$ cat config.mk
export PLATFORM = sky130hd
export DESIGN_NAME = btb_predictor
export DESIGN_NICKNAME = d
export VERILOG_FILES = /design/src/rtl/btb_predictor.sv
export SDC_FILE = /design/constraint.sdc
export NUM_CORES = 1
export LEC_CHECK = 0
export ABC_CLOCK_PERIOD_IN_PS = 3800
export BUFFER_PORTS_ARGS = -buffer_cell sky130_fd_sc_hd__buf_2
export CAP_MARGIN = 25
export CORE_UTILIZATION = 50
export DETAILED_ROUTE_END_ITERATION = 8
export PLACE_DENSITY_LB_ADDON = 0.3
export SLEW_MARGIN = 20
export SYNTH_ARGS = -nofsm -noshare
export SYNTH_HDL_FRONTEND = slang
export SYNTH_SLANG_ARGS = --single-unit
$ cat constraint.sdc
create_clock -name clk -period 3.8 [get_ports clk]
set_input_delay 0.38 -clock clk [delete_from_list [all_inputs] [get_ports clk]]
set_output_delay 0.38 -clock clk [all_outputs]
set_load 0.01 [all_outputs]
$ cat src/rtl/btb_predictor.sv
// Branch target buffer with per-entry 2-bit saturating counters, trained from EX resolution.
// Latency: lookup is combinational (zero cycles); updates land on the next rising clk edge.
// Backpressure: none; lookup ignores stalls, flush_all beats a same-cycle update.
// Optional BTB_PERF_CNT_EN adds 32-bit wrapping lookup-hit / resolved / mispredict counters.
module btb_predictor #(
    parameter int BUS_WIDTH = 32,
    parameter int DEPTH     = 16
) (
    input  logic                 clk,
    input  logic                 rst_n,
    input  logic [BUS_WIDTH-1:0] if_pc,
    output logic                 bp_taken,
    output logic [BUS_WIDTH-1:0] bp_target,
    input  logic                 upd_valid,
    input  logic [BUS_WIDTH-1:0] upd_pc,
    input  logic [BUS_WIDTH-1:0] upd_target,
    input  logic                 upd_taken,
    input  logic                 upd_is_br,
    input  logic                 upd_mispredict,
`ifdef BTB_PERF_CNT_EN
    output logic [31:0]          perf_lookup_hit,
    output logic [31:0]          perf_resolved,
    output logic [31:0]          perf_mispredict,
`endif
    input  logic                 flush_all
);

    // Index width is derived from the table depth and is not meant to be overridden.
    localparam int IDX_W = $clog2(DEPTH);
    localparam int TAG_W = BUS_WIDTH - IDX_W - 2;

    // Table storage: one valid bit, tag, target and 2-bit counter per entry.
    logic [DEPTH-1:0]     valid;
    logic [TAG_W-1:0]     tag    [DEPTH];
    logic [BUS_WIDTH-1:0] target [DEPTH];
    logic [1:0]           ctr    [DEPTH];

    // Lookup side address split (pc[1:0] never participates).
    logic [IDX_W-1:0] lk_idx;
    logic [TAG_W-1:0] lk_tag;
    logic             lk_hit;

    // Update side address split and decoded actions.
    logic [IDX_W-1:0] up_idx;
    logic [TAG_W-1:0] up_tag;
    logic             up_hit;
    logic             up_en;
    logic             do_inval;
    logic             do_inc;
    logic             do_dec;
    logic             do_alloc;

    assign lk_idx = if_pc[IDX_W+1:2];
    assign lk_tag = if_pc[BUS_WIDTH-1:IDX_W+2];
    assign up_idx = upd_pc[IDX_W+1:2];
    assign up_tag = upd_pc[BUS_WIDTH-1:IDX_W+2];

    // Combinational lookup; sees pre-update contents since there is no write bypass.
    always_comb begin
        lk_hit    = valid[lk_idx] && (tag[lk_idx] == lk_tag);
        bp_taken  = lk_hit && ctr[lk_idx][1];
        bp_target = bp_taken ? target[lk_idx] : '0;
    end

    // Decode the EX resolution into exactly one table action; flush drops the update.
    always_comb begin
        up_hit   = valid[up_idx] && (tag[up_idx] == up_tag);
        up_en    = upd_valid && !flush_all;
        do_inval = 1'b0;
        do_inc   = 1'b0;
        do_dec   = 1'b0;
        do_alloc = 1'b0;
        if (up_en) begin
            if (!upd_is_br) begin
                // Type error: a non-branch aliased onto this entry.
                do_inval = 1'b1;
            end else if (upd_taken) begin
                do_inc   = up_hit;
                do_alloc = !up_hit;
            end else begin
                // Not-taken branches train an existing entry but never allocate.
                do_dec   = up_hit;
            end
        end
    end

    // Valid bits: flush clears all, invalidate clears one, allocate sets one.
    always_ff @(posedge clk or negedge rst_n) begin
        if (!rst_n) begin
            valid <= '0;
        end else if (flush_all) begin
            valid <= '0;
        end else if (do_inval) begin
            valid[up_idx] <= 1'b0;
        end else if (do_alloc) begin
            valid[up_idx] <= 1'b1;
        end
    end

    // Tags change only on allocation; a replaced occupant is simply overwritten.
    always_ff @(posedge clk or negedge rst_n) begin
        if (!rst_n) begin
            for (int i = 0; i < DEPTH; i++) begin
                tag[i] <= '0;
            end
        end else if (do_alloc) begin
            tag[up_idx] <= up_tag;
        end
    end

    // Targets refresh on every taken resolution that lands in the table.
    always_ff @(posedge clk or negedge rst_n) begin
        if (!rst_n) begin
            for (int i = 0; i < DEPTH; i++) begin
                target[i] <= '0;
            end
        end else if (do_alloc || do_inc) begin
            target[up_idx] <= upd_target;
        end
    end

    // Saturating counters: reset weakly not-taken, allocate weakly taken.
    always_ff @(posedge clk or negedge rst_n) begin
        if (!rst_n) begin
            for (int i = 0; i < DEPTH; i++) begin
                ctr[i] <= 2'b01;
            end
        end else if (do_alloc) begin
            ctr[up_idx] <= 2'b10;
        end else if (do_inc) begin
            if (ctr[up_idx] != 2'b11) begin
                ctr[up_idx] <= ctr[up_idx] + 2'd1;
            end
        end else if (do_dec) begin
            if (ctr[up_idx] != 2'b00) begin
                ctr[up_idx] <= ctr[up_idx] - 2'd1;
            end
        end
    end

`ifdef BTB_PERF_CNT_EN
    // Statistics counters; they wrap freely and ignore flush_all.
    always_ff @(posedge clk or negedge rst_n) begin
        if (!rst_n) begin
            perf_lookup_hit <= '0;
            perf_resolved   <= '0;
            perf_mispredict <= '0;
        end else begin
            if (bp_taken) begin
                perf_lookup_hit <= perf_lookup_hit + 32'd1;
            end
            if (upd_valid) begin
                perf_resolved <= perf_resolved + 32'd1;
            end
            if (upd_valid && upd_mispredict) begin
                perf_mispredict <= perf_mispredict + 32'd1;
            end
        end
    end

    logic unused_pc_lsbs;
    assign unused_pc_lsbs = ^{if_pc[1:0], upd_pc[1:0]};
`else
    // Byte-offset bits and the mispredict flag have no consumer without the statistics.
    logic unused_pc_lsbs;
    assign unused_pc_lsbs = ^{if_pc[1:0], upd_pc[1:0], upd_mispredict};
`endif

endmodule

==> results_dict.tcl, run 1 <==
set metrics [dict create \
    initial_core_util_pct 50.6 \
    wire_per_inst_um 29.0 \
    grt.total_usage_pct 28.0 \
    startpoint_type "flip-flop" \
    instances_no_fill 4800 \
    leakage_nw 26.5 \
    drc 0 \
    power_mw 25.9 \
    cpPeakStageDelay_ns 0.52 \
    rsz0062_at_grt "yes" \
    use_met1_pct 38.1 \
    fillers 7352 \
    slew_violations 0 \
    path_clk_slew_ns 0.06 \
    root_buffer "clkbuf_16" \
    pwr-share-clk_pct 41.9 \
    syn2layout_area_growth_pct 16.6 \
    dr_total_vias 30441 \
    portBuffers 130 \
    drv_cap 0 \
    synth_top_family_by_area "multiplexers" \
    fin_crit_sh_pct 112 \
    drive_gt1_share_pct 56.7 \
    hpwl_mm 89.6 \
    die_width_um 318 \
    skew_ns 0.0454 \
    ir_drop_uv 363 \
    synth_xor_area_share_pct 0.984 \
    p_switching_mw 6.38 \
    final_net_count 3526 \
    synth_cell_types 69 \
    post-place-cells 4600 \
    status "finished with violations" \
    cp_cell_sequence "mux4_2 -> mux4_2 -> xnor2_1 -> nand4_1 -> buf_6 -> nor4_2 -> buf_4 -> nand4_1 -> buf_12 -> nor2b_1 -> buf_2" \
    finalHoldViolations 0 \
    tightest_slew_ns 0.920 \
    worst_ep_arrival_time_ns 3.87 \
    design.core.area_um2 98600 \
    violations "setup timing" \
    antenna_left 0 \
    cts_max_path_buffers 3 \
    worstPathMaxFanout 26 \
    die_area_um2 101000 \
    antenna_found_initial 8 \
    critPathSlowestCell "mux4_2" \
    vias_per_cell 6.34 \
    power_switching_share_pct 24.6 \
    syn_avg_cell_area_um2 15.7 \
    yosys_warnings 0 \
    ys_seq_area_share_pct 49.0 \
    grt_overflow 0 \
    final_common_cell "dfrtp_1" \
    multi_input_area_um2 23900 \
    insertion_delay_ns 0.72 \
    synth.area.mux_share_pct 41.6 \
    synth_edf_count 0 \
    fin_area_um2 58200 \
    die_h_um 318 \
    final_cell_mix "960 x dfrtp_1, 734 x mux2_2, 382 x mux4_2" \
    critPathKind "reg -> out" \
    worst_slack_ns -0.450 \
    seqPwrFrac_pct 45.6 \
    fin_crit_ns 4.25 \
    crit_required_ns 3.42 \
    hp-class "in -> reg" \
    first_pass_iters 5 \
    synth_cells 3166 \
    cts.sinks 976 \
    drtIter0Drc 2526 \
    tritoncts "yes" \
    syn-cell-area_um2 49900 \
    routed_wl_mm 139 \
    fmax_mhz 235 \
    synth_compound_area_share_pct 2.27 \
    ys_ff_latch 976 \
    setup_viol 33 \
    final-seq-area_um2 24400 \
    place.gp.congestion 0.920 \
    async_flop_share_pct 100 \
    synth-simple-area-share_pct 2.83 \
    grt-busiest-layer "met2" \
    hold_ws_ns 0.0689 \
    htree_levels 3 \
    grt_max_degree 123 \
    met3_usage_pct 4.62 \
    io_pins 136 \
    end_kind "output pin" \
    p_per_area_nw_per_um2 445 \
    grt_pass1_vias 33006 \
    place_area_um2 54300 \
    p_int_mw 19.5 \
    synthAdderAreaFrac_pct 0.0502 \
    rows 115 \
    slew_headroom_pct 38.7 \
    gr-usage-met2_pct 45.7 \
    grt_pass1_wl_mm 214 \
    p_comb_share_pct 12.5 \
    synth.net_count 3271 \
    cts_buffers 103 \
    synthFlopType "dfrtp_1" \
]
==> Yosys cell counts, types with 4 or more instances <==
master,number,area (µm²)
dfrtp_1,960,24000
mux2_2,734,8270
mux4_2,382,8600
mux2_4,190,2850
clkbuf_1,153,574
mux2i_1,65,651
buf_1,63,236
nand2_1,48,180
nor2b_1,44,275
xnor2_1,42,368
nor2_1,41,154
a21oi_1,40,200
buf_6,37,417
mux2_1,32,360
inv_1,29,109
a22oi_1,28,210
nor3_1,26,130
buf_2,24,120
and3_1,18,113
o21a_1,18,135
o21ai_0,17,85.1
dfstp_2,16,420
nor3_4,16,260
buf_4,15,113
nand3_1,14,70.1
xor2_1,14,123
nand2b_1,10,62.6
o211ai_1,8,60.1
a221oi_1,7,61.3
nand4_1,6,37.5
o22ai_1,6,37.5
nor4_1,5,31.3
a211oi_1,4,30.0
a22o_1,4,35.0
and2_1,4,25.0
==> worst max-delay path: cells and delay by family (launching register included) <==
family | cells | cell delay [ns]
buffers and inverters | 4 | 0.77
AND/OR/NAND/NOR | 4 | 0.76
multiplexers | 2 | 1.03
flip-flops | 1 | 0.42
XOR/XNOR | 1 | 0.16
==> power groups by stage <==
stage,Clock (mW),Sequential (mW),Combinational (mW)
6_report,10.8,11.8,3.24
2_1_floorplan,0,11.7,2.20
3_3_place_gp,0,11.9,3.12
5_1_grt,11.4,11.9,3.46
3_5_place_dp,0,12.0,3.23
4_1_cts,11.0,11.8,3.25
==> worst paths after layout <==
| path | from | end | slack (ns) | cells after the start |
|---|---|---|---|---|
| setup / recovery | tag[332] | bp_target[19] | -0.45 | 11 |
| hold / removal | upd_pc[27] | tag[47] | 0.07 | 2 |
| setup reg to reg | tag[165] | tag[321] | 0.06 | 13 |
| hold reg to reg | target[260] | target[260] | 0.50 | 1 |
| max in group asynchronous | rst_n | target[490] | 2.28 | 3 |
| min in group asynchronous | rst_n | tag[344] | 0.29 | 2 |
==> sequential cells by signal, indices dropped and copies added (netlist names) <==
register,flops
ctr,32
tag,416
target,512
valid,16
==> repair_timing <==
item                                    in CTS  in global routing
endpoints found under the setup margin     359                 63
pin swaps                                    0                  3
endpoints found under the hold margin       65                  0
hold buffers                                 1                  0
buffers inserted                             0                  2
gates resized for setup                     17                  0
==> per-stage QoR <==
step | utilization [%] | TNS (ns) | setup slack, ns
detailed placement | 55.1 | -236.82 | -0.556
finish | 59.0 | -13.33 | -0.450
CTS | 59.0 | -15.57 | -0.522
floorplan | - | 0 | 0.0704
global route | 59.0 | -19.54 | -0.655
global placement | 55.1 | -232.67 | -0.542
==> cell type report <==
class	instances	area share, %
antenna	5	0.0215
clock buffer	145	5.08
clock inverter	47	1.30
inverter	29	0.187
multi-input combinational	1865	41.2
sequential	976	42.0
tap	1287	2.77
timing repair buffer	446	7.45
==> kinds of logic after synthesis <==
kind of cell / count (synthesis)
XOR/XNOR: 56
multiplexers: 1403
buffers and inverters: 325
AND/OR/NAND/NOR: 242
adder cells (fa/ha/maj): 2
AO/OA/AOI/OAI: 162
flip-flops: 976
==> metal layers <==
metal	routed length, µm	up-vias
li1	-	12508
met3	8680	283
met4	4810	10
met2	68300	1116
met1	57200	16524
met5	69	-
Note: power is estimated with default switching activity, not from simulation.
==> run 2: changes to the inputs <==
--- a/config.mk
+++ b/config.mk
@@ -10,6 +10,7 @@
 export CAP_MARGIN = 25
 export CORE_UTILIZATION = 50
 export DETAILED_ROUTE_END_ITERATION = 8
+export GPL_TIMING_DRIVEN = 0
 export PLACE_DENSITY_LB_ADDON = 0.3
 export SLEW_MARGIN = 20
 export SYNTH_ARGS = -nofsm -noshare
==> run 2 against run 1 <==
Compared with the run above:
- the run still ends with setup timing left
- total power shrank 0.17%
- cell count grew 1.5%
- clock-buffer cell count up 7
- critical path depth stayed put
- non-clock buffer count increased by 69
- clock skew is 0.0061 ns higher
- clock power is essentially flat
- maximum frequency is 2.5% lower
- critical path type unchanged
- largest power group unchanged
- sequential power about the same
- routed wire length increased by 6.5%
- worst hold slack worse by 0.026 ns
==> results_dict.tcl, run 2 (same netlist as run 1, synthesis figures left out) <==
set metrics [dict create \
    ir_drop_uv 461 \
    worst_ep_arrival_time_ns 3.98 \
    drive_gt1_share_pct 52.7 \
    fin_crit_sh_pct 115 \
    final_common_cell "dfrtp_1" \
    cpPeakStageDelay_ns 0.60 \
    tritoncts "yes" \
    leakage_nw 26.2 \
    p_int_mw 19.2 \
    largest_register_ffs 512 \
    seqPwrFrac_pct 45.6 \
    drc 0 \
    fin_area_um2 57600 \
    multi_input_area_um2 24100 \
    status "finished with violations" \
    cts_buffers 106 \
    worst_slack_ns -0.561 \
    startpoint_type "flip-flop" \
    p_per_area_nw_per_um2 448 \
    cts.sinks 976 \
    violations "setup timing" \
    power_switching_share_pct 25.6 \
    tightest_slew_ns 1.06 \
    vias_per_cell 6.43 \
    root_buffer "clkbuf_16" \
    skew_ns 0.0515 \
    setup_viol 130 \
    antenna_found_initial 2 \
    antenna_left 0 \
    hpwl_mm 98.6 \
    whs_path_depth 2 \
    routed_wl_mm 148 \
    syn2layout_area_growth_pct 15.6 \
    reg_top3 "target x512, tag x416, ctr x32" \
    grt_pass1_vias 32495 \
    worstPathMaxFanout 6 \
    end_kind "output pin" \
    portBuffers 107 \
    fmax_mhz 229 \
    place.gp.congestion 0.970 \
    drv_cap 0 \
    reg2reg_from "tag[25]" \
    r2r_slack_ns 0.01 \
    slew_violations 0 \
    fillers 7526 \
    reg2reg_depth 13 \
    finalHoldViolations 0 \
    finish.utilization_pct 58.5 \
    rows 115 \
    hold_ws_ns 0.0431 \
    fin_crit_ns 4.36 \
    first_pass_iters 8 \
    power_mw 25.8 \
    path_clk_slew_ns 0.06 \
    regMostFlops "target" \
    final_cell_mix "960 x dfrtp_1, 734 x mux2_2, 382 x mux4_2" \
    grt_overflow 0 \
    initial_core_util_pct 50.6 \
    pwr-share-clk_pct 41.5 \
    rsz0062_at_grt "yes" \
    dr_total_vias 31317 \
    wire_per_inst_um 30.4 \
    min-delay-start "upd_pc[20]" \
    critPathSlowestCell "mux4_2" \
    final-seq-area_um2 24400 \
    cp_cell_sequence "mux4_2 -> mux4_2 -> xnor2_1 -> nand4_1 -> nor4_2 -> nand4_1 -> buf_6 -> buf_12 -> clkbuf_16 -> nor2b_4 -> buf_6" \
    insertion_delay_ns 0.73 \
    p_comb_share_pct 12.9 \
    place_area_um2 52400 \
    crit_required_ns 3.42 \
    hp-class "in -> reg" \
    reg2reg_to "tag[173]" \
    holdPathEnd "tag[352]" \
    die_h_um 318 \
    drtIter0Drc 3522 \
    p_switching_mw 6.62 \
    htree_levels 3 \
    grt_pass1_wl_mm 222 \
    die_width_um 318 \
    die_area_um2 101000 \
    io_pins 136 \
    final_net_count 3598 \
    critPathKind "reg -> out" \
    design.core.area_um2 98600 \
    cts_max_path_buffers 3 \
    slew_headroom_pct 29.0 \
    grt_max_degree 131 \
    grt.total_usage_pct 29.7 \
]
[run 2: changes by cell type in the layout (fill, tap and decap cells not counted), sizes merged]
cell           previous run  this run
bufinv                   14         9
clkdlybuf4s15             0         3
clkinv                   27        33
buf                     444       320
clkbuf                  146       310
diode                     5         2
dlygate4sd3               1        34
clkinvlp                  3         0
[run 2: how the worst max path moves through the flow]
| stage | end | from |
|---|---|---|
| 2_1_floorplan | ctr[0] | upd_pc[2] |
| 3_3_place_gp | target[142] | rst_n |
| 3_5_place_dp | bp_target[25] | if_pc[3] |
| 4_1_cts | bp_target[29] | tag[7] |
| 5_1_grt | bp_target[17] | tag[7] |
| 6_report | bp_target[17] | tag[27] |
[run 2: worst max-delay path: cells and delay by family, from the launching register on]
kind          cells  cell delay, ns
flops             1            0.40
simple gates      4            0.97
xor+xnor          1            0.18
mux               2            1.07
buf+inv           4            0.61
[run 2: cell type report]
type | instances | share of cell area (%)
sequential | 976 | 42.4
multi-input combinational | 1865 | 41.8
clock buffer | 152 | 5.27
timing repair buffer | 220 | 3.41
buffer | 295 | 3.12
tap | 1287 | 2.79
clock inverter | 45 | 1.03
inverter | 29 | 0.198
antenna | 2 | 0.00868
[run 2: through the flow]
stage	setup WS [ns]	instances	setup TNS (ns)
2_1_floorplan	0.0704	3166	0
3_3_place_gp	-19.22	4560	-
3_5_place_dp	-2.52	4576	-828.64
4_1_cts	-0.488	4866	-14.75
5_1_grt	-0.578	4869	-17.70
6_report	-0.561	4871	-18.24
[run 2: power groups by stage]
stage / Combinational [mW] / Sequential, mW / Clock [mW]
2_1_floorplan: 2.20 / 11.7 / 0
3_3_place_gp: 3.11 / 11.9 / 0
3_5_place_dp: 3.20 / 11.9 / 0
4_1_cts: 3.29 / 11.8 / 10.8
5_1_grt: 3.51 / 11.9 / 11.2
6_report: 3.33 / 11.8 / 10.7
[run 2: repair_timing]
action	4_1_cts	5_1_grt
hold buffers	34	0
setup endpoints to repair	592	493
pin swaps	22	6
cloned	3	0
gates resized for setup	139	52
buffers inserted	56	3
endpoints found under the hold margin	434	0
[run 2: metal layers]
layer	track usage [%]	wire length (µm)	vias to the layer above
met5	0	8	-
met4	11.3	6260	2
met3	6.88	13000	378
met2	45.2	67700	1503
met1	41.8	61000	16793
li1	-	-	12641
